===== config.mk =====
export PLATFORM = sky130hd
export DESIGN_NAME = ahb_gpio_ctrl_flat
export DESIGN_NICKNAME = d
export VERILOG_FILES = /design/src/rtl/gpio_ctrl_pkg.sv /design/src/rtl/ahb_gpio_ctrl_if.sv /design/src/rtl/gpio_sync.sv /design/src/rtl/ahb_gpio_ctrl.sv /design/src/flat_wrapper.sv
export SDC_FILE = /design/constraint.sdc
export NUM_CORES = 1
export LEC_CHECK = 0
export CORE_ASPECT_RATIO = 1.5
export CORE_UTILIZATION = 40
export CTS_CLUSTER_DIAMETER = 150
export DETAILED_ROUTE_END_ITERATION = 12
export PLACE_DENSITY = 0.8
export SLEW_MARGIN = 40
export SYNTH_ARGS = -nofsm -noshare
export SYNTH_HDL_FRONTEND = slang
export SYNTH_HIERARCHICAL = 1
export SYNTH_SLANG_ARGS = --single-unit
export TNS_END_PERCENT = 5

===== constraint.sdc =====
create_clock -name HCLK -period 2.1 [get_ports HCLK]
set_input_delay 0.42 -clock HCLK [delete_from_list [all_inputs] [get_ports HCLK]]
set_output_delay 0.42 -clock HCLK [all_outputs]
set_load 0.005 [all_outputs]

===== src/rtl/gpio_ctrl_pkg.sv =====
// Shared constants for the AHB-Lite GPIO controller: register offsets,
// AHB encodings and the byte-strobe helper.
package gpio_ctrl_pkg;

   typedef enum logic [2:0] {
      ADDR_DOUT     = 3'd0,
      ADDR_OEB      = 3'd1,
      ADDR_DIN      = 3'd2,
      ADDR_IRQ_EN   = 3'd3,
      ADDR_IRQ_POL  = 3'd4,
      ADDR_IRQ_STAT = 3'd5,
      ADDR_DOUT_SET = 3'd6,
      ADDR_DOUT_CLR = 3'd7
   } reg_off_e;

   localparam logic [1:0] HTRANS_IDLE   = 2'b00;
   localparam logic [1:0] HTRANS_BUSY   = 2'b01;
   localparam logic [1:0] HTRANS_NONSEQ = 2'b10;
   localparam logic [1:0] HTRANS_SEQ    = 2'b11;

   localparam logic [2:0] HSIZE_BYTE = 3'd0;
   localparam logic [2:0] HSIZE_HALF = 3'd1;
   localparam logic [2:0] HSIZE_WORD = 3'd2;

   function automatic logic [3:0] byte_strobe(input logic [2:0] size, input logic [1:0] addr);
      case (size)
         HSIZE_BYTE: byte_strobe = 4'b0001 << addr;
         HSIZE_HALF: byte_strobe = addr[1] ? 4'b1100 : 4'b0011;
         default:    byte_strobe = 4'b1111;
      endcase
   endfunction

endpackage


===== src/rtl/ahb_gpio_ctrl_if.sv =====
// AHB-Lite slave bus bundle for the GPIO controller.
interface ahb_gpio_ctrl_if;
   logic        HSEL;
   logic [31:0] HADDR;
   logic [1:0]  HTRANS;
   logic        HWRITE;
   logic [2:0]  HSIZE;
   logic [31:0] HWDATA;
   logic        HREADY;
   logic        HREADYOUT;
   logic [31:0] HRDATA;

   modport master (
      output HSEL, HADDR, HTRANS, HWRITE, HSIZE, HWDATA, HREADY,
      input  HREADYOUT, HRDATA
   );

   modport slave (
      input  HSEL, HADDR, HTRANS, HWRITE, HSIZE, HWDATA, HREADY,
      output HREADYOUT, HRDATA
   );
endinterface


===== src/rtl/gpio_sync.sv =====
// Parameterised-width two-flop synchronizer with asynchronous active-high reset.
module gpio_sync #(
   parameter int unsigned W = 32
) (
   input  logic         clk,
   input  logic         rst,
   input  logic [W-1:0] d,
   output logic [W-1:0] q
);
   logic [W-1:0] meta;

   always_ff @(posedge clk or posedge rst) begin
      if (rst) begin
         meta <= '0;
         q    <= '0;
      end else begin
         meta <= d;
         q    <= meta;
      end
   end
endmodule


===== src/rtl/ahb_gpio_ctrl.sv =====
// AHB-Lite GPIO controller: output/enable registers, synchronized inputs and
// optional edge interrupts (compiled in when GPIO_IRQ_EN is defined).
module ahb_gpio_ctrl
   import gpio_ctrl_pkg::*;
#(
   parameter int unsigned GPIO_W = 32
) (
   input  logic              HCLK,
   input  logic              HRESET,
   ahb_gpio_ctrl_if.slave    bus,
   input  logic [GPIO_W-1:0] gpio_in,
   output logic [GPIO_W-1:0] gpio_out,
   output logic [GPIO_W-1:0] gpio_oeb,
   output logic              irq
);
   logic              dp_valid;
   logic              dp_write;
   logic [4:0]        dp_addr;
   logic [2:0]        dp_size;
   logic              addr_ok;
   logic              wr;
   reg_off_e          off;
   logic [3:0]        strb;
   logic [31:0]       bmask;
   logic [GPIO_W-1:0] wmask;
   logic [GPIO_W-1:0] wdata;
   logic [GPIO_W-1:0] dout;
   logic [GPIO_W-1:0] oeb;
   logic [GPIO_W-1:0] din;
   logic [31:0]       rd;
   logic              unused_bits;

   assign unused_bits = ^{bus.HADDR[31:5], bus.HTRANS[0]};
   assign addr_ok     = bus.HSEL & bus.HREADY & bus.HTRANS[1];

   always_ff @(posedge HCLK or posedge HRESET) begin
      if (HRESET) begin
         dp_valid <= 1'b0;
         dp_write <= 1'b0;
         dp_addr  <= '0;
         dp_size  <= '0;
      end else begin
         dp_valid <= addr_ok;
         if (addr_ok) begin
            dp_write <= bus.HWRITE;
            dp_addr  <= bus.HADDR[4:0];
            dp_size  <= bus.HSIZE;
         end
      end
   end

   assign wr  = dp_valid & dp_write;
   assign off = reg_off_e'(dp_addr[4:2]);

   always_comb begin
      strb = byte_strobe(dp_size, dp_addr[1:0]);
      for (int unsigned i = 0; i < 4; i++) bmask[i*8 +: 8] = {8{strb[i]}};
      wmask = bmask[GPIO_W-1:0];
      wdata = bus.HWDATA[GPIO_W-1:0] & wmask;
   end

   always_ff @(posedge HCLK or posedge HRESET) begin
      if (HRESET) begin
         dout <= '0;
         oeb  <= '1;
      end else if (wr) begin
         case (off)
            ADDR_DOUT:     dout <= (dout & ~wmask) | wdata;
            ADDR_OEB:      oeb  <= (oeb & ~wmask) | wdata;
            ADDR_DOUT_SET: dout <= dout | wdata;
            ADDR_DOUT_CLR: dout <= dout & ~wdata;
            default: ;
         endcase
      end
   end

   assign gpio_out = dout;
   assign gpio_oeb = oeb;

   gpio_sync #(.W(GPIO_W)) u_sync (
      .clk (HCLK),
      .rst (HRESET),
      .d   (gpio_in),
      .q   (din)
   );

`ifdef GPIO_IRQ_EN
   logic [GPIO_W-1:0] irq_en;
   logic [GPIO_W-1:0] irq_pol;
   logic [GPIO_W-1:0] irq_stat;
   logic [GPIO_W-1:0] din_q;
   logic [GPIO_W-1:0] edge_hit;
   logic [GPIO_W-1:0] w1c;

   always_comb begin
      edge_hit = (din & ~din_q & ~irq_pol) | (~din & din_q & irq_pol);
      w1c      = (wr && off == ADDR_IRQ_STAT) ? wdata : '0;
   end

   // Edge set is OR-ed after the clear so a coincident edge survives the W1C.
   always_ff @(posedge HCLK or posedge HRESET) begin
      if (HRESET) begin
         irq_en   <= '0;
         irq_pol  <= '0;
         irq_stat <= '0;
         din_q    <= '0;
      end else begin
         din_q    <= din;
         irq_stat <= (irq_stat & ~w1c) | edge_hit;
         if (wr) begin
            case (off)
               ADDR_IRQ_EN:  irq_en  <= (irq_en & ~wmask) | wdata;
               ADDR_IRQ_POL: irq_pol <= (irq_pol & ~wmask) | wdata;
               default: ;
            endcase
         end
      end
   end

   assign irq = |(irq_stat & irq_en);
`else
   assign irq = 1'b0;
`endif

   always_comb begin
      rd = '0;
      case (off)
         ADDR_DOUT:     rd[GPIO_W-1:0] = dout;
         ADDR_OEB:      rd[GPIO_W-1:0] = oeb;
         ADDR_DIN:      rd[GPIO_W-1:0] = din;
`ifdef GPIO_IRQ_EN
         ADDR_IRQ_EN:   rd[GPIO_W-1:0] = irq_en;
         ADDR_IRQ_POL:  rd[GPIO_W-1:0] = irq_pol;
         ADDR_IRQ_STAT: rd[GPIO_W-1:0] = irq_stat;
`endif
         default: ;
      endcase
      bus.HRDATA = (dp_valid & ~dp_write) ? rd : '0;
   end

   assign bus.HREADYOUT = 1'b1;
endmodule


===== src/flat_wrapper.sv =====
// flat-port wrapper written by rule: the top's interface ports become plain ports
module ahb_gpio_ctrl_flat import gpio_ctrl_pkg::*;
#(
   parameter int unsigned GPIO_W = 32
)
  (HCLK, HRESET, gpio_in, gpio_out, gpio_oeb, irq, bus_HSEL, bus_HADDR, bus_HTRANS, bus_HWRITE, bus_HSIZE, bus_HWDATA, bus_HREADY, bus_HREADYOUT, bus_HRDATA);
  ahb_gpio_ctrl_if bus_i ();
  input  logic HCLK;
  input  logic HRESET;
  input  logic [GPIO_W-1:0] gpio_in;
  output logic [GPIO_W-1:0] gpio_out;
  output logic [GPIO_W-1:0] gpio_oeb;
  output logic irq;
  input wire logic [$bits(bus_i.HSEL)-1:0] bus_HSEL;
  input wire logic [$bits(bus_i.HADDR)-1:0] bus_HADDR;
  input wire logic [$bits(bus_i.HTRANS)-1:0] bus_HTRANS;
  input wire logic [$bits(bus_i.HWRITE)-1:0] bus_HWRITE;
  input wire logic [$bits(bus_i.HSIZE)-1:0] bus_HSIZE;
  input wire logic [$bits(bus_i.HWDATA)-1:0] bus_HWDATA;
  input wire logic [$bits(bus_i.HREADY)-1:0] bus_HREADY;
  output wire logic [$bits(bus_i.HREADYOUT)-1:0] bus_HREADYOUT;
  output wire logic [$bits(bus_i.HRDATA)-1:0] bus_HRDATA;
  assign bus_i.HSEL = bus_HSEL;
  assign bus_i.HADDR = bus_HADDR;
  assign bus_i.HTRANS = bus_HTRANS;
  assign bus_i.HWRITE = bus_HWRITE;
  assign bus_i.HSIZE = bus_HSIZE;
  assign bus_i.HWDATA = bus_HWDATA;
  assign bus_i.HREADY = bus_HREADY;
  assign bus_HREADYOUT = bus_i.HREADYOUT;
  assign bus_HRDATA = bus_i.HRDATA;
  ahb_gpio_ctrl #(.GPIO_W(GPIO_W)) u_core (.HCLK(HCLK), .HRESET(HRESET), .bus(bus_i), .gpio_in(gpio_in), .gpio_out(gpio_out), .gpio_oeb(gpio_oeb), .irq(irq));
endmodule

==> impl_metrics.ini <==
[clock_tree]
htree_levels = 4
path_clk_slew_ps = 60
numCtsBuffers = 17
ctsLongestPathBuffers = 2
tritoncts = built
ctsHoldBuffers = 0
cts_setup_buffers = 0
cts_root_buffer = clkbuf_16
clk_latency_ps = 410
clock_sinks = 138

[timing]
fin_setup_tns_ps = -7950
worst_clock_skew_ps = 9.13
slew_headroom = 0.642
finalSetupViolations = 32
fmax_ghz = 0.399
rsz0062_at_grt = yes
worst_slew_pin_slew_ps = 537
drv_slew = 0
hold_viol_final = 0
fin_crit_ps = 2510
post-route-period-util = 1.19
worst_slack_ps = -406

[floorplanning]
die_h_um = 147
dieArea_um2 = 14500
die_x_um = 98.6
core_um2 = 13600
io_pins = 204
core.rowCount = 52
start_util = 0.412

[placed_design]
portBuffers = 173
placed_area_um2 = 7650
preCtsSetupSlack_ps = -4.00
placedCellCount = 774
hpwl_um = 11400
place.gp.congestion = 0.761

[grt]
antenna_found_initial = 0
grt_pass1_wl_um = 26100
grt_pass1_vias = 4738
grt_max_degree = 75
overflow = 0
grt_usage = 0.240

[setup_path]
regToRegStartpoint = u_core/dp_addr[3]$_DFFE_PP0P_
slowest_stage = dfrtp_2
critPathKind = reg -> out
cp-startpoint = u_core/dp_addr[3]$_DFFE_PP0P_
slowest_delay_ps = 500
crit_chain = buf_6, mux2i_1, nor2_1, a21oi_1, nor2_1, clkdlybuf4s50_1
crit_arrival_ps = 2090
crit_fanout = 10
cp.required_ps = 1680
start_kind = flip-flop
crit_path_end_kind = primary output
crit_path_frequent_cell = nor2_1

[drt]
detail_route.wirelength_um = 16700
drtIter0Drc = 247
firstDrtPassIters = 4
vias_per_cell = 5.38
num_vias = 4340
drc = 0
routedWlPerCell_um = 20.7
final_antenna_net_count = 0

[logic_synthesis]
yosysTopAreaCellShare = 0.474
synth_edf_count = 0
synth_fp_nets = 549
synth_warnings = 6
synth_area_leaders = dfrtp_1 47%, dfstp_2 15%, mux2_2 8.2%
synth-main-ff-cell = dfrtp_1
syn_area_um2 = 5600
postSynth.asyncResetShare = 1.00
synth.largest_area_cell = dfrtp_1
ys_ff_latch = 138
ys_types = 30
yosys-top-cells-count = 106 x dfrtp_1, 63 x nor2_1, 41 x mux2_2
seq_area_frac_synth = 0.624
syn_inst = 443
avgSynthCellArea_um2 = 12.6
yosysMostFrequentCell = dfrtp_1

[final_layout]
layoutNonFillerInstCount = 807
fin_util = 0.609
antenna_cells = 0
final_nets = 738
layout-drive-gt1-share = 0.237
area_growth_pct = 47.8
postLayoutCellArea_um2 = 8280

[status]
outcome = finished with violations
violations = setup timing

[hold_path]
hp-class = reg -> reg
hp-start = u_core/u_sync/meta[15]$_DFF_PP0_

[power]
peakVddDrop_mv = 0.592
power_density_nw_per_um2 = 1150
p_leak_nw = 3.47

[job]
maxCapViolCount = 0
-- cell type report --
type / instances / area, µm²
timing repair buffer: 198 / 1980
sequential: 138 / 3500
clock inverter: 14 / 173
fill: 1005 / 5320
multi-input combinational: 273 / 1980
inverter: 4 / 18.8
clock buffer: 18 / 429
tap: 162 / 203
-- logic make-up (layout without fill, tap and decap cells) --
kind of cell | Yosys count | after routing | synth area share
compound gates | 105 | 105 | 0.135
buf+inv | 32 | 234 | 0.0277
flops | 138 | 138 | 0.624
mux | 73 | 73 | 0.140
other cells | 2 | 2 | 0.00134
simple gates | 93 | 93 | 0.0724
-- power breakdown --
part,leakage (nW),internal [mW],switching [mW]
Combinational,1.58,1.61,1.03
Clock,0.279,1.87,1.15
Sequential,1.61,3.33,0.520
Total,3.47,6.81,2.71
-- critical path: cells and delay by family, from the launching register on --
| family | cells | cell delay [ps] |
|---|---|---|
| AND/OR/NAND/NOR | 2 | 130 |
| AO/OA/AOI/OAI | 1 | 170 |
| multiplexers | 1 | 220 |
| flip-flops | 1 | 500 |
| buffers and inverters | 2 | 660 |
-- layout by cell type (no fill, tap or decap), drive strengths merged, types with 4 or more instances in the layout --
cell / n
nor2b: 5
dlygate4sd2: 5
a21oi: 32
nand2: 12
dfstp: 32
nor2: 63
buf: 26
a22o: 29
clkinv: 4
and3: 4
dfrtp: 106
clkdlybuf4s50: 162
mux2i: 32
clkinvlp: 6
o22a: 4
inv: 5
o21ai: 7
o211ai: 29
clkbuf: 23
mux2: 41
-- metal layers --
layer / up-vias / wire length (µm) / GRT usage
met5: - / 0 / 0
met4: 0 / 567 / 0.116
met3: 40 / 623 / 0.0466
met2: 162 / 9180 / 0.431
met1: 2180 / 6300 / 0.272
li1: 1958 / - / -
-- what timing repair did --
action	CTS	global route
pin swaps	2	6
gates cloned	1	0
resized for setup	27	10
setup endpoints to repair	51	58
hold endpoints to repair	0	0
-- path summary, 6_finish.rpt --
kind	end	cells past startpoint	slack (ps)
worst max-delay path	bus_HRDATA[28]	6	-410
worst min-delay path	u_core/u_sync/q[15]$_DFF_PP0_	0	350
worst max register to register	u_core/gpio_out[24]$_DFFE_PP0P_	6	-20
worst min register to register	u_core/u_sync/q[15]$_DFF_PP0_	0	350
max in group asynchronous	async pin	3	1190
min in group asynchronous	u_core/u_sync/q[18]$_DFF_PP0_	3	460
-- stage by stage --
stage	hold WS, ps	power, mW
final	347	9.52
after CTS	348	9.54
after global routing	352	9.94
after global placement	332	6.35
after detailed placement	335	6.47
after floorplan	331	4.86
Power figures use the tool's default switching activity.
